File: src/rtl/pit_multi.sv
// Multi-channel programmable interval timer.
// Each channel is a WIDTH-bit up-counter that expires when COUNT reaches LIMIT,
// giving a period of LIMIT+1 timebase ticks, in periodic or one-shot mode.
// Register port: addr[ADDR_W-1:2] selects the channel, addr[1:0] the register
// (0 LIMIT, 1 CTRL, 2 COUNT, 3 STATUS). Reads return pre-write state one cycle later.
module pit_multi #(
    parameter int NUM_CH = 4,
    parameter int WIDTH  = 32,
    parameter int ADDR_W = $clog2(NUM_CH) + 2
) (
    input  logic              clk,
    input  logic              rst_n,
    input  logic              clk_en,
    input  logic              we,
    input  logic              re,
    input  logic [ADDR_W-1:0] addr,
    input  logic [31:0]       wdata,
    output logic [31:0]       rdata,
    output logic              rvalid,
    output logic              irq,
    output logic [NUM_CH-1:0] irq_vec
);

    // Address decode shared by every channel. The shift keeps the decode valid
    // even for a single-channel build where the channel field is empty.
    logic [ADDR_W-1:0] ch_sel;
    logic [1:0]        reg_sel;
    assign ch_sel  = addr >> 2;
    assign reg_sel = addr[1:0];

    // Per-channel state gathered for the read mux and interrupt logic
    logic [NUM_CH*WIDTH-1:0] limit_flat;
    logic [NUM_CH*WIDTH-1:0] count_flat;
    logic [NUM_CH-1:0]       en_vec;
    logic [NUM_CH-1:0]       periodic_vec;
    logic [NUM_CH-1:0]       ie_vec;
    logic [NUM_CH-1:0]       pending_vec;

    genvar gi;
    generate
        for (gi = 0; gi < NUM_CH; gi++) begin : g_ch
            logic [WIDTH-1:0] limit_reg;
            logic [WIDTH-1:0] count_reg;
            logic             en_reg;
            logic             periodic_reg;
            logic             ie_reg;
            logic             pending_reg;
            logic             ch_hit;
            logic             wr_limit;
            logic             wr_ctrl;
            logic             wr_status;
            logic             tick;
            logic             expire;

            assign ch_hit    = (ch_sel == ADDR_W'(gi));
            assign wr_limit  = we & ch_hit & (reg_sel == 2'd0);
            assign wr_ctrl   = we & ch_hit & (reg_sel == 2'd1);
            assign wr_status = we & ch_hit & (reg_sel == 2'd3);

            // A LIMIT write restarts the count, and a CTRL write clearing en
            // freezes it, so neither may coincide with a counting step.
            assign tick   = clk_en & en_reg & ~wr_limit & ~(wr_ctrl & ~wdata[0]);
            assign expire = tick & (count_reg >= limit_reg);

            // LIMIT register and the counter (restart on LIMIT write or enable edge)
            always_ff @(posedge clk or negedge rst_n) begin
                if (!rst_n) begin
                    limit_reg <= '0;
                    count_reg <= '0;
                end else begin
                    if (wr_limit) begin
                        limit_reg <= wdata[WIDTH-1:0];
                        count_reg <= '0;
                    end else if (wr_ctrl && wdata[0] && !en_reg) begin
                        count_reg <= '0;
                    end else if (tick) begin
                        count_reg <= expire ? '0 : count_reg + WIDTH'(1);
                    end
                end
            end

            // CTRL bits; a one-shot channel drops en on its expiry
            always_ff @(posedge clk or negedge rst_n) begin
                if (!rst_n) begin
                    en_reg       <= 1'b0;
                    periodic_reg <= 1'b0;
                    ie_reg       <= 1'b0;
                end else if (wr_ctrl) begin
                    en_reg       <= wdata[0];
                    periodic_reg <= wdata[1];
                    ie_reg       <= wdata[2];
                end else if (expire && !periodic_reg) begin
                    en_reg <= 1'b0;
                end
            end

            // Sticky pending flag: expiry has priority over a W1C in the same cycle
            always_ff @(posedge clk or negedge rst_n) begin
                if (!rst_n) begin
                    pending_reg <= 1'b0;
                end else if (expire) begin
                    pending_reg <= 1'b1;
                end else if (wr_status && wdata[0]) begin
                    pending_reg <= 1'b0;
                end
            end

            assign limit_flat[gi*WIDTH +: WIDTH] = limit_reg;
            assign count_flat[gi*WIDTH +: WIDTH] = count_reg;
            assign en_vec[gi]       = en_reg;
            assign periodic_vec[gi] = periodic_reg;
            assign ie_vec[gi]       = ie_reg;
            assign pending_vec[gi]  = pending_reg;
        end
    endgenerate

    // Read mux over current (pre-write) state; unmapped channels read as zero
    logic [31:0] rd_next;
    always_comb begin
        rd_next = '0;
        for (int i = 0; i < NUM_CH; i++) begin
            if (ch_sel == ADDR_W'(i)) begin
                case (reg_sel)
                    2'd0:    rd_next = 32'(limit_flat[i*WIDTH +: WIDTH]);
                    2'd1:    rd_next = {29'd0, ie_vec[i], periodic_vec[i], en_vec[i]};
                    2'd2:    rd_next = 32'(count_flat[i*WIDTH +: WIDTH]);
                    default: rd_next = {31'd0, pending_vec[i]};
                endcase
            end
        end
    end

    logic [31:0]       rdata_reg;
    logic              rvalid_reg;
    logic [NUM_CH-1:0] irq_vec_reg;
    logic              irq_reg;

    // Registered read response; rdata holds its last value between reads
    always_ff @(posedge clk or negedge rst_n) begin
        if (!rst_n) begin
            rdata_reg  <= '0;
            rvalid_reg <= 1'b0;
        end else begin
            rvalid_reg <= re;
            if (re) begin
                rdata_reg <= rd_next;
            end
        end
    end

    // Registered interrupt outputs, one cycle behind pending/ie
    always_ff @(posedge clk or negedge rst_n) begin
        if (!rst_n) begin
            irq_vec_reg <= '0;
            irq_reg     <= 1'b0;
        end else begin
            irq_vec_reg <= pending_vec & ie_vec;
            irq_reg     <= |(pending_vec & ie_vec);
        end
    end

    assign rdata   = rdata_reg;
    assign rvalid  = rvalid_reg;
    assign irq_vec = irq_vec_reg;
    assign irq     = irq_reg;

endmodule

File: config.mk
export PLATFORM = sky130hd
export DESIGN_NAME = pit_multi
export DESIGN_NICKNAME = d
export VERILOG_FILES = /design/src/rtl/pit_multi.sv
export SDC_FILE = /design/constraint.sdc
export NUM_CORES = 1
export LEC_CHECK = 0
export BUFFER_PORTS_ARGS = -buffer_cell sky130_fd_sc_hd__buf_2
export CAP_MARGIN = 5
export CORE_UTILIZATION = 63
export CTS_CLUSTER_SIZE = 30
export DETAILED_ROUTE_END_ITERATION = 10
export PLACE_DENSITY = 0.81
export SYNTH_ARGS = -nofsm -noshare
export SYNTH_HDL_FRONTEND = slang
export SYNTH_SLANG_ARGS = --single-unit
File: constraint.sdc
create_clock -name clk -period 3.51 [get_ports clk]
set_clock_uncertainty 0.2 [all_clocks]
set_input_delay 1.053 -clock clk [delete_from_list [all_inputs] [get_ports clk]]
set_output_delay 1.053 -clock clk [all_outputs]
set_load 0.1 [all_outputs]
==> results of run 1 <==
per-layer routing:
metal | vias up | share of wire (%) | global-route usage (%)
met3 | 188 | 12 | 10.03
met4 | 4 | 4.2 | 16.41
met1 | 8189 | 39 | 55.44
met2 | 1039 | 45 | 61.96
li1 | 7275 | - | -
met5 | - | 0.052 | 0
worst register-to-register path, cell delays in order (launching register included):
cell	delay, ns
dfrtp_1	0.38
inv_1	0.10
ha_1	0.33
a21o_1	0.19
a221o_1	0.36
a22oi_1	0.24
o211ai_1	0.29
buf_4	0.26
nor3_4	0.29
inv_1	0.17
o311ai_0	0.37
repair_timing:
item | in CTS | in global routing
setup endpoints to repair | 0 | 4
resized for setup | 0 | 1
endpoints found under the hold margin | 0 | 0
worst paths after layout:
check	from	to	cells past startpoint
worst max register to register	g_ch[1].limit_reg[17]	g_ch[1].count_reg[29]	10
worst min register to register	g_ch[1].pending_reg	g_ch[1].pending_reg	1
min in group asynchronous	rst_n	g_ch[1].count_reg[7]	1
max in group asynchronous	rst_n	g_ch[3].count_reg[11]	2
worst min-delay path	g_ch[1].pending_reg	g_ch[1].pending_reg	1
worst max-delay path	g_ch[1].limit_reg[17]	g_ch[1].count_reg[29]	10
layout by cell type (no fill, tap or decap), types with 26 or more instances in the layout:
cell	synthesis	layout
mux2_2	140	140
buf_4	1	97
clkbuf_16	0	36
buf_2	22	76
nor2_1	150	149
a22oi_1	30	30
a21o_1	30	30
o21ai_0	108	108
dfrtp_1	310	310
nand2_1	106	106
inv_1	178	178
mux2i_1	49	49
a21oi_1	89	89
nand3_1	117	113
ha_1	132	132
mux4_2	26	26
nand4_1	56	56
xor2_1	44	44
xnor2_1	26	26
synth_stat cells (5+ instances only):
master,number
nand2_1,106
nor2b_1,12
mux4_2,26
and3_1,25
nand2b_1,6
ha_1,132
nor4_1,14
o311ai_0,8
buf_2,22
o211ai_1,10
clkbuf_1,54
a22o_1,6
dfrtp_1,310
xnor2_1,26
a21oi_1,89
a2bb2oi_1,10
nor2_1,150
nand4_1,56
mux2_2,140
o22ai_1,13
a21o_1,30
and2_1,16
buf_1,5
inv_1,178
o21ai_0,108
mux2i_1,49
a22oi_1,30
o21bai_1,5
a31oi_1,10
nand3_1,117
xor2_1,44
nor3_1,23
a211oi_1,7
o31ai_1,5
or3_1,24
per-stage QoR:
| step | setup WS [ns] | std cells | hold slack [ns] | cell area [sq um] |
|---|---|---|---|---|
| 6_report | 0.2014 | 2497 | 0.3067 | 21600 |
| 3_5_place_dp | 0.2044 | 2439 | 0.2803 | 20480 |
| 5_1_grt | 0.08240 | 2497 | 0.3151 | 21600 |
| 2_1_floorplan | 0.5066 | 1955 | 0.2584 | 19130 |
| 3_3_place_gp | 0.2620 | 2439 | 0.2822 | 20480 |
| 4_1_cts | 0.1694 | 2497 | 0.2971 | 21600 |
power by group:
part	internal (mW)	switching, mW
sequential	4.09	0.566
clock	2.07	1.56
combinational	1.06	1.73
logic make-up after synthesis:
group,count (synthesis)
fa+ha+maj,132
simple gates,589
flops,310
compound gates,374
buf+inv,265
xor+xnor,70
mux,215
layout make-up:
class	instances	area (sq um)
multi-input cells	1380	10340
clock buffers	45	984.7
repair buffers	179	1224
flip-flops and latches	310	7757
well taps	390	488.0
clock inverters	13	130.1
inverters	180	675.6
fillers	2206	8194
==> reports/metrics.csv, run 1 <==
metric,value,unit
Core Rows,63,
P_leak,10.33,nW
Crit path largest cell delay,0.38,ns
first-pass GRT wire length,94920,um
Synth Register Bits,310,
Fin. Hold Viols,0,
DR DRC count,0,
initial antenna violation count,3,
final slew viol count,0,
post-synth cell types,86,
Crit Path Class,reg2reg,
"EDFF count, synth",0,
TritonCTS clock tree,done,
Core Footprint,29800,sq um
post-CTS setup buffer count,0,
gr ovfl total,0,
Post-synth ARST share,100.0,%
Worst Path Max Fanout,6,
PortBufs,78,
sequential fraction of the synthesis area,40.54,%
Slew HR,37.86,%
Ys Warns,0,
Max Cap Viol,0,
largest family of logic cells by synthesized area,simple AND/OR/NAND/NOR gates,
via count,16695,
TritonCTS Sinks,310,
Final nets,2260,
post-synthesis cell count,1955,
crit path launch type,register,
"Setup violations, final",0,
# hold bufs at CTS,0,
Final Critical Period,3.309,ns
WP data arrival,3.51,ns
Clock Tree Root,clkbuf_16,
Post-synth top flop,dfrtp_1,
clk slew on worst S/H paths,0.06,ns
IO Pins,79,
period utilisation layout,94.26,%
Post-Synth Adder-Cell Area,8.631,%
post-synth net total,2128,
multiplexer share of the synthesized area,13.86,%
Starting DRT DRC Count,2085,
post-synthesis xor/xnor area fraction,3.204,%
Yosys top cell area share,40.54,%
critical path buffer and inverter count,3,
Die Area,31070,sq um
Pwr Total,11.08,mW
TritonCTS Buffers,36,
Placer Congestion,1.054,
CP max stage cell,dfrtp_1,
share of cells above drive strength 1,20.60,%
largest net degree at the start of global routing,75,
Top delay family on crit path,compound AO/OA/AOI/OAI gates,
total track usage,40.57,%
drt pass-1 iters,6,
HP Class,reg2reg,
ranking of synthesized cells by area,"dfrtp_1, ha_1, mux2_2",
Synth area leader,dfrtp_1,
dpl hpwl,45560,um
diodes inserted,0,
DR WL/cell,24.52,um
crit path capture type,register,
Critical Path RT,3.72,ns
final design utilization,72.50,%
Post-Synth Simple-Gate Area,15.56,%
RSZ-0062 raised after global routing,false,
Clock Latency Late Sink,0.54,ns
die width,176.3,um
drt total wl,61230,um
CP dominant cell by count,inv_1,
H-tree levels,2,
Compound-Gate Fraction of Synth Area,12.61,%
vias in the first global route,16358,
Setup TNS Final,0,ns
Initial Util,64.22,%
synthesized area,19130,sq um
Slew @ Worst Pin,0.9286,ns
Layout area overhead,12.89,%
die height,176.3,um
Bufs on Longest Clock Path,3,
Power Density,512.8,nW/um^2
Antenna Nets Post-Route,0,
Via density,6.686,
VDD IR-drop max,0.4271,mV
r2r setup slk,0.20,ns
Mapped Avg Cell Area,9.788,sq um
cell breakdown of the critical path,"inv_1, ha_1, a21o_1, a221o_1, a22oi_1, o211ai_1, buf_4, nor3_4, inv_1, o311ai_0",
status,completed,
Max Clk Rate,0.3022,GHz
Power figures use the tool's default switching activity.
==> run 2: changes to the inputs <==
- BUFFER_PORTS_ARGS: -buffer_cell sky130_fd_sc_hd__buf_2 -> default
- CORE_UTILIZATION: 63 -> 65
- DONT_BUFFER_PORTS: default -> 1
==> run 2 against run 1 <==
Against the previous run: clock power fell by 3%; core utilization fell by 0.26 points; non-clock buffer count fell by 110; global-route usage fell by 1.9 points; final area fell by 3.5%; flip-flop and latch count did not move; critical path depth did not move; first-iteration DRC count fell by 12%; register-to-register slack got worse by 0.04 ns; fmax fell by 1.1%; cell count fell by 4.6%; hold slack got worse by 0.26 ns; critical endpoint is now g_ch[1].count_reg[21]; largest power group unchanged.
==> reports/metrics.csv, run 2 (synthesized netlist as in run 1, its figures left out) <==
metric,value,unit
Pwr Total,10.63,mW
worst reg2reg path depth,10,
switch share,33.36,%
"Setup violations, final",0,
grt met1 use,52.71,%
die height,173.6,um
Antenna Nets Post-Route,0,
initial antenna violation count,2,
Power Density,509.9,nW/um^2
# hold bufs at CTS,0,
H-tree levels,2,
critical path buffer and inverter count,2,
Top delay family on crit path,simple AND/OR/NAND/NOR gates,
post-CTS resize count,0,
TritonCTS clock tree,done,
Initial Util,66.31,%
sequential standard cell area,7757,sq um
crit path launch type,register,
most frequent cells in the layout,"dfrtp_1, inv_1, nor2_1, mux2_2, ha_1",
Crit path depth,10,
Starting DRT DRC Count,1835,
largest net degree at the start of global routing,311,
RSZ-0062 raised after global routing,false,
Worst Path Max Fanout,19,
PortBufs,0,
cell breakdown of the critical path,"inv_1, ha_1, nand4_1, nor4_1, nand4_1, a41oi_2, o21ba_2, a21o_1, buf_4, nor2_1",
drt pass-1 iters,6,
Via density,6.747,
TritonCTS Buffers,34,
gr busiest metal,met2,
first-pass GRT wire length,89960,um
status,completed,
clock network fraction of design power,33.1,%
power share of the combinational group,19.5,%
period utilisation layout,95.30,%
Fin. Hold Viols,0,
Crit path largest cell delay,0.63,ns
Slew @ Worst Pin,1.083,ns
WP data arrival,3.53,ns
Max Clk Rate,0.2989,GHz
P_leak,9.775,nW
Placer Congestion,0.9579,
Clock Latency Late Sink,0.53,ns
crit path capture type,register,
die width,173.6,um
Switching Power,3.545,mW
total track usage,38.70,%
Crit Path Class,reg2reg,
M2 GR Usage,59.49,%
Die Area,30130,sq um
Seq pwr share,47.4,%
HP Class,in2async,
Final nets,2148,
post-CTS setup buffer count,0,
drt total wl,57790,um
CP dominant cell by count,nand4_1,
CP max stage cell,nor4_1,
Layout area overhead,8.945,%
Final Critical Period,3.345,ns
dpl hpwl,41730,um
via count,16072,
"commonest non-fill, non-tap cell in the layout",dfrtp_1,
Slew HR,27.18,%
Clock Tree Root,clkbuf_16,
M3 GR Usage,10.59,%
Core Footprint,28860,sq um
IO Pins,79,
Critical Path RT,3.70,ns
share of cells above drive strength 1,16.12,%
TritonCTS Sinks,310,
Bufs on Longest Clock Path,3,
DR DRC count,0,
DR WL/cell,24.26,um
gr ovfl total,0,
Max Cap Viol,0,
vias in the first global route,15653,
Fillers,2048,
multi-input logic area,10340,sq um
final slew viol count,0,
clk slew on worst S/H paths,0.06,ns
VDD IR-drop max,0.4409,mV
Core Rows,62,
Setup TNS Final,0,ns
internal power,7.083,mW
-- run 2: cell types whose count changed in the layout (fill, tap and decap cells not counted), moves of 2 or more --
cell / previous run / this run
buf_2: 76 / 0
buf_4: 97 / 69
clkbuf_1: 4 / 6
buf_12: 5 / 0
-- run 2: routing by layer --
| metal | up-vias | wire [um] |
|---|---|---|
| met5 | - | 9 |
| met4 | 2 | 2167 |
| met3 | 187 | 6680 |
| met2 | 919 | 26060 |
| met1 | 7888 | 22870 |
| li1 | 7076 | - |
-- run 2: final cells by class --
class	count	share of cell area, %
flip-flops and latches	310	37.21
repair buffers	69	2.485
diodes	1	0.01200
well taps	384	2.305
clock inverters	11	0.4562
clock buffers	47	4.706
inverters	180	3.241
multi-input cells	1380	49.58
-- run 2: power groups by stage --
stage	combinational, mW	sequential (mW)	clock [mW]
6_report	2.07	5.04	3.52
2_1_floorplan	1.58	4.85	0
3_5_place_dp	1.99	5.07	0
5_1_grt	2.28	5.09	3.66
4_1_cts	2.03	5.01	3.53
3_3_place_gp	1.89	5.03	0
-- run 2: path summary, 6_finish.rpt --
path / startpoint / to / slack (ns)
worst max-delay path: g_ch[1].limit_reg[29] / g_ch[1].count_reg[21] / 0.16
worst min-delay path: rst_n / g_ch[0].limit_reg[2] / 0.04
worst max register to register: g_ch[1].limit_reg[29] / g_ch[1].count_reg[21] / 0.16
worst min register to register: g_ch[3].limit_reg[1] / g_ch[3].limit_reg[1] / 0.31
max in group asynchronous: rst_n / g_ch[1].limit_reg[29] / 2.29
min in group clk: g_ch[3].limit_reg[1] / g_ch[3].limit_reg[1] / 0.31
-- run 2: per-stage QoR --
stage	hold WS (ns)	instance area [sq um]	setup WS, ns	util [%]	instances
4_1_cts	0.03255	20840	0.3161	72.23	2381
3_3_place_gp	0.2802	19770	0.2124	68.50	2323
3_5_place_dp	0.2968	19770	0.2164	68.50	2323
2_1_floorplan	0.2584	19130	0.5066	-	1955
6_report	0.04213	20850	0.1649	72.24	2382
5_1_grt	0.02953	20840	0.05521	72.23	2381
